### config.mk
export PLATFORM = sky130hd
export DESIGN_NAME = gamma_sequencer
export DESIGN_NICKNAME = d
export VERILOG_FILES = /design/src/rtl/gamma_pkg.sv /design/src/rtl/gamma_sequencer_edge_gen.sv /design/src/rtl/gamma_sequencer.sv
export SDC_FILE = /design/constraint.sdc
export NUM_CORES = 1
export LEC_CHECK = 0
export CORE_AREA = 10 10 59 61
export DETAILED_ROUTE_END_ITERATION = 7
export DIE_AREA = 0 0 69 71
export GPL_ROUTABILITY_DRIVEN = 0
export PLACE_DENSITY = 0.82
export SYNTH_ARGS = -nofsm -noshare
export SYNTH_HDL_FRONTEND = slang
export SYNTH_SLANG_ARGS = --single-unit
### constraint.sdc
create_clock -name aclk -period 3.7 [get_ports aclk]
set_input_delay 0.74 -clock aclk [delete_from_list [all_inputs] [get_ports aclk]]
set_output_delay 0.74 -clock aclk [all_outputs]
set_load 0.005 [all_outputs]
### src/rtl/gamma_pkg.sv
// -----------------------------------------------------------------------------
// gamma_pkg
// Shared definitions for the gamma-cycle spike sequencer.
//   T_W_DEF    : default spike-time width
//   t_inf()    : "no spike" code for a given width (all ones)
//   gamma_len(): number of RUN cycles in one gamma cycle
//   state_t    : sequencer state encoding (IDLE/SET/RUN/DONE)
//   IDLE_LVL   : resting level of the a/b lines and inactive level of y
// Build option: FALLING_EDGE_EN -- lines idle high, spikes are falling edges,
// y is active-low. Undefined (default): idle low, rising edges, y active-high.
// -----------------------------------------------------------------------------
package gamma_pkg;

    localparam int T_W_DEF = 4;

    // All-ones code means "this line never spikes".
    function automatic int t_inf(input int tw);
        return (1 << tw) - 1;
    endfunction

    // One RUN cycle for every representable finite spike time (0..T_INF-1).
    function automatic int gamma_len(input int tw);
        return t_inf(tw);
    endfunction

    typedef logic [1:0] state_t;

    localparam state_t ST_IDLE = 2'd0;
    localparam state_t ST_SET  = 2'd1;
    localparam state_t ST_RUN  = 2'd2;
    localparam state_t ST_DONE = 2'd3;

`ifdef FALLING_EDGE_EN
    localparam logic IDLE_LVL = 1'b1;
`else
    localparam logic IDLE_LVL = 1'b0;
`endif

    localparam logic ACTIVE_LVL = ~IDLE_LVL;

endpackage

### src/rtl/gamma_sequencer_edge_gen.sv
// -----------------------------------------------------------------------------
// edge_gen
// Produces one registered, polarity-aware spike line for the sequencer.
// The line is computed from the count the sequencer will hold in the next
// cycle, so the registered output lines up exactly with that count.
// Ports:
//   aclk, grst : clock, asynchronous active-high reset
//   cnt        : gamma count of the upcoming cycle
//   t          : spike time for this line (all ones = never spikes)
//   run        : upcoming cycle is a RUN cycle -> evaluate cnt >= t
//   clear      : upcoming cycle is SET -> return line to idle level
//   line       : registered line output (idle or active level)
// Build option: FALLING_EDGE_EN (via gamma_pkg::IDLE_LVL).
// -----------------------------------------------------------------------------
module edge_gen
    import gamma_pkg::*;
#(
    parameter int T_W = T_W_DEF
) (
    input  logic           aclk,
    input  logic           grst,
    input  logic [T_W-1:0] cnt,
    input  logic [T_W-1:0] t,
    input  logic           run,
    input  logic           clear,
    output logic           line
);

    localparam logic [T_W-1:0] T_INF = T_W'(t_inf(T_W));

    logic fire;

    // Once cnt reaches t the line stays active for the rest of the gamma
    // cycle, since cnt only increases; this keeps the line monotonic.
    assign fire = (t != T_INF) && (cnt >= t);

    // NOTE: sequential state uses non-blocking assignments only, so every
    // flop samples the pre-edge value of every other flop.
    always_ff @(posedge aclk or posedge grst) begin
        if (grst) begin
            line <= IDLE_LVL;
        end else if (clear) begin
            line <= IDLE_LVL;
        end else if (run) begin
            line <= fire ? ACTIVE_LVL : IDLE_LVL;
        end
        // otherwise hold: lines keep their final level through DONE/IDLE
    end

endmodule

### src/rtl/gamma_sequencer.sv
// -----------------------------------------------------------------------------
// gamma_sequencer
// Runs one gamma cycle per accepted job: pulses set to the not_equal
// datapath, drives spike lines a and b at their requested times, and records
// the first cycle in which the datapath result y is active.
// FSM: IDLE -> SET -> RUN (GAMMA_LEN cycles) -> DONE -> IDLE.
// Latency: counting the handshake cycle as cycle 0, out_valid is high in
// cycle GAMMA_LEN+2 (1 SET cycle plus GAMMA_LEN RUN cycles in between).
// Ports:
//   aclk, grst           : clock, asynchronous active-high reset
//   in_valid / in_ready  : job handshake (in_ready only in IDLE, no queueing)
//   ta, tb               : spike times for lines a, b (all ones = no spike)
//   set, a, b            : registered drive to the not_equal datapath
//   y                    : datapath result line
//   out_valid / out_ready: result handshake (out_valid only in DONE)
//   out_time             : first RUN count with y active, all ones if none
//   out_fired            : y was active at some point in the gamma cycle
// Build option: FALLING_EDGE_EN -- idle-high lines, falling-edge spikes,
// active-low y; timing unchanged.
// -----------------------------------------------------------------------------
module gamma_sequencer
    import gamma_pkg::*;
#(
    parameter int T_W = T_W_DEF
) (
    input  logic           aclk,
    input  logic           grst,
    input  logic           in_valid,
    output logic           in_ready,
    input  logic [T_W-1:0] ta,
    input  logic [T_W-1:0] tb,
    output logic           set,
    output logic           a,
    output logic           b,
    input  logic           y,
    output logic           out_valid,
    input  logic           out_ready,
    output logic [T_W-1:0] out_time,
    output logic           out_fired
);

    localparam logic [T_W-1:0] T_INF    = T_W'(t_inf(T_W));
    localparam logic [T_W-1:0] CNT_LAST = T_W'(gamma_len(T_W) - 1);

    state_t         state;
    state_t         state_nxt;
    logic [T_W-1:0] cnt;
    logic [T_W-1:0] cnt_nxt;
    logic [T_W-1:0] ta_q;
    logic [T_W-1:0] tb_q;
    logic           accept;
    logic           y_act;
    logic           run_nxt;
    logic           set_nxt;

    assign in_ready  = (state == ST_IDLE);
    assign out_valid = (state == ST_DONE);
    assign accept    = in_valid && in_ready;

    // Normalise y so the capture logic only ever deals with "active".
    assign y_act = y ^ IDLE_LVL;

    // -------------------------------------------------------------------------
    // Next-state / next-count logic
    // -------------------------------------------------------------------------
    // NOTE: every signal written in this block gets a default first, so no
    // path leaves it unassigned and no latch is inferred.
    always_comb begin
        state_nxt = state;
        cnt_nxt   = cnt;
        case (state)
            ST_IDLE: begin
                if (accept) begin
                    state_nxt = ST_SET;
                end
            end
            ST_SET: begin
                state_nxt = ST_RUN;
                cnt_nxt   = '0;
            end
            ST_RUN: begin
                // Stop on the last count instead of wrapping to zero.
                if (cnt == CNT_LAST) begin
                    state_nxt = ST_DONE;
                end else begin
                    cnt_nxt = cnt + 1'b1;
                end
            end
            ST_DONE: begin
                if (out_ready) begin
                    state_nxt = ST_IDLE;
                end
            end
            default: begin
                state_nxt = ST_IDLE;
            end
        endcase
    end

    assign run_nxt = (state_nxt == ST_RUN);
    assign set_nxt = (state_nxt == ST_SET);

    // -------------------------------------------------------------------------
    // State, count and job registers
    // -------------------------------------------------------------------------
    always_ff @(posedge aclk or posedge grst) begin
        if (grst) begin
            state <= ST_IDLE;
            cnt   <= '0;
        end else begin
            state <= state_nxt;
            cnt   <= cnt_nxt;
        end
    end

    always_ff @(posedge aclk or posedge grst) begin
        if (grst) begin
            ta_q <= T_INF;
            tb_q <= T_INF;
        end else if (accept) begin
            ta_q <= ta;
            tb_q <= tb;
        end
    end

    // set is registered from the next state so it is a clean one-cycle pulse
    // aligned with the SET state, free of decode glitches.
    always_ff @(posedge aclk or posedge grst) begin
        if (grst) begin
            set <= 1'b0;
        end else begin
            set <= set_nxt;
        end
    end

    // -------------------------------------------------------------------------
    // Result capture: first active y in RUN wins, later activity is ignored.
    // During SET the datapath is being initialised, so y is not looked at.
    // -------------------------------------------------------------------------
    always_ff @(posedge aclk or posedge grst) begin
        if (grst) begin
            out_time  <= T_INF;
            out_fired <= 1'b0;
        end else if (state == ST_SET) begin
            out_time  <= T_INF;
            out_fired <= 1'b0;
        end else if ((state == ST_RUN) && y_act && !out_fired) begin
            out_time  <= cnt;
            out_fired <= 1'b1;
        end
    end

    // -------------------------------------------------------------------------
    // Spike lines. They are fed the upcoming count so that, in the RUN cycle
    // where cnt == k, each line already shows (k >= t).
    // -------------------------------------------------------------------------
    edge_gen #(
        .T_W (T_W)
    ) u_edge_a (
        .aclk  (aclk),
        .grst  (grst),
        .cnt   (cnt_nxt),
        .t     (ta_q),
        .run   (run_nxt),
        .clear (set_nxt),
        .line  (a)
    );

    edge_gen #(
        .T_W (T_W)
    ) u_edge_b (
        .aclk  (aclk),
        .grst  (grst),
        .cnt   (cnt_nxt),
        .t     (tb_q),
        .run   (run_nxt),
        .clear (set_nxt),
        .line  (b)
    );

endmodule

======== Word level (Yosys, flattened, before mapping) ========
Index checks and enable logic that the tools add are counted.
word-level totals
  flip-flop bits (word level) ............. 22
  input port bits ......................... 13
  output and inout port bits .............. 10
  logic and storage cells ................. 45
operators by class
  add/sub/neg operators ................... 1
  order comparisons ....................... 2
  eq/ne operators ......................... 8
  multiplexer cells ....................... 16
  reductions and logical operators ........ 9
operators with widths
  operator               count
  $mux W4                3
  $ge A4 B4 Y1           2
  $mux W1                8
  $ne A4 B4 Y1 const B   2
  $pmux W2 S4            1
  $pmux W4 S2            1
  $eq A2 B2 Y1 const B   3
  $mux W2                3
  $logic_and A1 B1 Y1    5
  $add A4 B1 Y4 const B  1
  $eq A2 B1 Y1 const B   2
  $eq A4 B4 Y1 const B   1
  $reduce_bool A2 Y1     2
  $logic_not A2 Y1       1
  $logic_not A1 Y1       1

======== Depth between registers and ports, before layout ========
  word-level depth ........................ 8
  gate-level depth with buffers ........... 10
  mapped depth without buffers ............ 9

======== Modules after synthesis ========
A second synthesis with hierarchy kept.
unflattened totals
  cells, all modules ...................... 120
  area total of the unflattened synthesis .. 1280.0 sq um
modules (own cells, without submodules)
  module           instances  cells an instance  area each (sq um)
  gamma_sequencer  1          82                 989.7
  edge_gen         2          19                 145.1

======== Worst setup path after synthesis ========
Ideal clock, no wire load.
  path type ............................... reg-to-reg
  from .................................... register state[0]
  to ...................................... register u_edge_b.line
  arrival ................................. 1900 ps
  data required time ...................... 3570 ps
  slack ................................... 1670 ps
  stages on the path, launching flop included .. 11
  clock period less this slack ............ 2030 ps
  path through ............................ dfrtp_1 > inv_1 > ha_1 > clkbuf_1 > nand2_1 > nor3_1 > a21oi_1 > ha_1 > nand2b_1 > a31oi_1 > o21ai_0
on the way
  longest elaborated chain between the ends .. 7
RTL lines
  item                                          line                            source
  start, declared                               gamma_sequencer.sv:45           state_t state;
  start signal, assigned                        gamma_sequencer.sv:111          state <= state_nxt;
  $eq A2 B2 Y1 or $eq A2 B1 Y1 (tied branches)  gamma_sequencer.sv:71           case (state)
  $pmux W4 S2                                   gamma_sequencer.sv:71
  $ge A4 B4 Y1                                  gamma_sequencer_edge_gen.sv:35  assign fire = (t != T_INF) && (cnt >= t);
  $logic_and A1 B1 Y1                           gamma_sequencer_edge_gen.sv:35
  $mux W1                                       gamma_sequencer_edge_gen.sv:45  line <= fire ? ACTIVE_LVL : IDLE_LVL;
  $mux W1                                       gamma_sequencer_edge_gen.sv:44  end else if (run) begin
  $mux W1                                       gamma_sequencer_edge_gen.sv:42  end else if (clear) begin
  end signal, assigned                          gamma_sequencer_edge_gen.sv:45
  end, declared                                 gamma_sequencer_edge_gen.sv:26  output logic line
Parallel ways exist; a longest one is shown, timed or not. The select of a mux whose other input is x is not followed.
A chain may end at the register's enable or synchronous reset.

======== Worst setup path in the final report ========
  from .................................... register state[0]
  to ...................................... output port in_ready
on the way
  longest elaborated chain between the ends .. 1
RTL lines
  item              line                   source
  $logic_not A2 Y1  gamma_sequencer.sv:56  assign in_ready = (state == ST_IDLE);
  end, declared     gamma_sequencer.sv:29  output logic in_ready,
No other way between the ends.

==> impl_metrics.yaml <==
drt:
  ant_nets: 0
  drt_pass1_iterations: 4
  drc: 0
  viasPerCell: 5.46
  via_count: 911
  wl_mm: 2.46
  drt_iter0_markers: 28
  wl_per_cell_microns: 14.7
clock_tree:
  numClockSinks: 22
  clock_path_buffers: 2
  cts_root_buf: "clkbuf_4"
  post_cts_resized: 0
  post-cts-setup-buffers: 0
  cts_hold_buf: 0
  clk_pin_slew_ps: 130
  worst_skew_pair.late_latency_ps: 320
  cts_inserted_buffers: 3
  cts.htree.levels: 1
  cts_tree: "yes"
logic_synthesis:
  synth_top_cell_area_share_pct: 25.6
  ys_warn_count: 0
  synth-seq-cells: 22
  synth_cell_type_count: 31
  ys_seq_area_share_pct: 45.8
  netlist_instances: 113
  yosys-top-cells-area: "dfstp_2, dfrtp_1, ha_1, mux2_2, inv_1"
  synth_nets: 141
  syn_avg_cell_area_sq_um: 10.9
  synth_area_leader_cell: "dfstp_2"
  synthesis.area_sq_mm: 0.00123
sta:
  slew_viol_final: 0
  fin_tns_setup_ps: 0
  tightest_slew_ps: 822
  slew_headroom_pct: 45.2
  fin_crit_ps: 2450
  fmax_ghz: 0.408
  finClkSkew_ps: 6.39
  hold_viol: 0
  rsz0062_at_grt: "false"
  setup_violations: 0
  finalCritPeriodShare_pct: 66.2
final_layout:
  antenna_cells: 0
  nFillCells: 211
  multi_input_area_sq_um: 604
  fin_nets: 166
  drive_gt1_share_pct: 19.7
  fin_cells: 167
  area_growth_pct: 23.9
  final-seq-area_sq_um: 566
  final_common_cell: "clkdlybuf4s50_1"
  layout_common_cells: "clkdlybuf4s50_1, ha_1, inv_1, dfstp_2, dfrtp_1"
grt:
  grt_pass1_vias: 983
  grt_use_total_pct: 10.2
  grt_max_degree: 23
  grt_pass1_wl_mm: 4.31
  antenna_found_initial: 0
  globalRouteOverflowTotal: 0
worst_setup_path:
  criticalPathCategory: "reg2out"
  end_kind: "output port"
  path_max_fanout: 7
  required_ps: 2960
  crit_path_start_kind: "register"
  arrival_ps: 1710
pwr:
  power.leakage_nw: 0.718
  p_total_w: 0.00121
  peakVddDrop_mv: 0.538
  p_per_area_mw_per_mm2: 789
placement:
  io_buffers: 22
  dpl.hpwl_mm: 1.97
  placed_cells: 163
die:
  die_w_microns: 69
  initial_utilization_pct: 51.7
  dieArea_sq_mm: 0.00490
  fp-row-count: 18
  ios: 23
  die_h_microns: 71
  core_area_sq_mm: 0.00239
run_status:
  outcome: "finished, final reports clean"
hold_path:
  hp-class: "reg2reg"
job:
  maxCapViolations: 0
## cells in the mapped netlist
cell type and count:
a32oi_1 2, a31oi_1 3, nand3_1 2, a311oi_1 1
o211ai_1 2, nand2_2 1, dfstp_2 12, a41oi_1 1
and2_1 1, buf_6 1, ha_1 15, nor2_1 3
nand4_1 4, a21oi_1 5, nand3b_2 1, nand2b_1 2
a2bb2oi_1 1, mux2_2 8, o21ai_0 6, dfrtp_1 10
and3_2 1, o2bb2ai_1 1, mux2i_1 2, nor2b_1 1
nor3_1 1, inv_1 13, o31ai_1 1, a21o_1 3
clkbuf_1 1, nand2_1 7, nand3b_1 1
## power by group
group | internal (W) | leakage (nW) | switching [W]
Clock | 0.000110 | 0.0279 | 0.0000782
Combinational | 0.000284 | 0.430 | 0.000267
Sequential | 0.000386 | 0.260 | 0.0000819
Total | 0.000779 | 0.718 | 0.000427
## routing by layer
metal	share of wire [%]	track usage, %	wire length, microns
met3	5.4	2.93	132
met4	1.4	4.03	34
met1	41	10.7	1020
met2	52	18.9	1280
met5	0	0	0
## through the flow
stage	utilization (%)	cell area, sq um	hold WS (ps)	worst slack, ps
detailed placement	61.8	1480	499	1110
floorplan	-	1230	479	1670
global route	64.0	1530	540	1160
finish	64.0	1530	515	1250
global placement	61.8	1480	479	1180
CTS	64.0	1530	518	1230
## area by class of cell
type | count | area share (%)
inverter | 13 | 3.19
tap | 30 | 2.45
timing repair buffer | 22 | 14.4
sequential | 22 | 37.0
clock inverter | 1 | 1.96
clock buffer | 3 | 1.47
multi-input combinational | 76 | 39.5
## state kept, by name, summed over array words and instances, names as in the netlist
name / flops
u_edge_a.line: 1
ta_q: 4
state: 2
out_fired: 1
out_time: 4
cnt: 4
u_edge_b.line: 1
tb_q: 4
set: 1
## final timing paths
path / startpoint / end / slack, ps / cells past startpoint
setup / recovery: state[0]$_DFF_PP0_ / in_ready / 1250 / 3
hold / removal: u_edge_a.line$_DFFE_PP0P_ / u_edge_a.line$_DFFE_PP0P_ / 510 / 2
setup reg to reg: state[0]$_DFF_PP0_ / u_edge_b.line$_DFFE_PP0P_ / 1410 / 8
hold reg to reg: u_edge_a.line$_DFFE_PP0P_ / u_edge_a.line$_DFFE_PP0P_ / 510 / 2
max in group asynchronous: grst / cnt[2]$_DFF_PP0_ / 2330 / 2
min in group asynchronous: grst / u_edge_b.line$_DFFE_PP0P_ / 860 / 2
## cell families (layout without fill, tap and decap cells)
group | after synthesis | after routing | share of synthesized area (%)
AO/OA/AOI/OAI | 26 | 26 | 13.9
multiplexers | 10 | 10 | 8.93
buffers and inverters | 15 | 39 | 5.17
flip-flops | 22 | 22 | 45.8
AND/OR/NAND/NOR | 25 | 25 | 11.0
adder cells (fa/ha/maj) | 15 | 15 | 15.2
## critical path, stage by stage (launching register included)
cell and delay (ps):
dfrtp_1 460, inv_1 110, ha_1 280, clkdlybuf4s50_1 550
(Power assumes the default switching activity.)
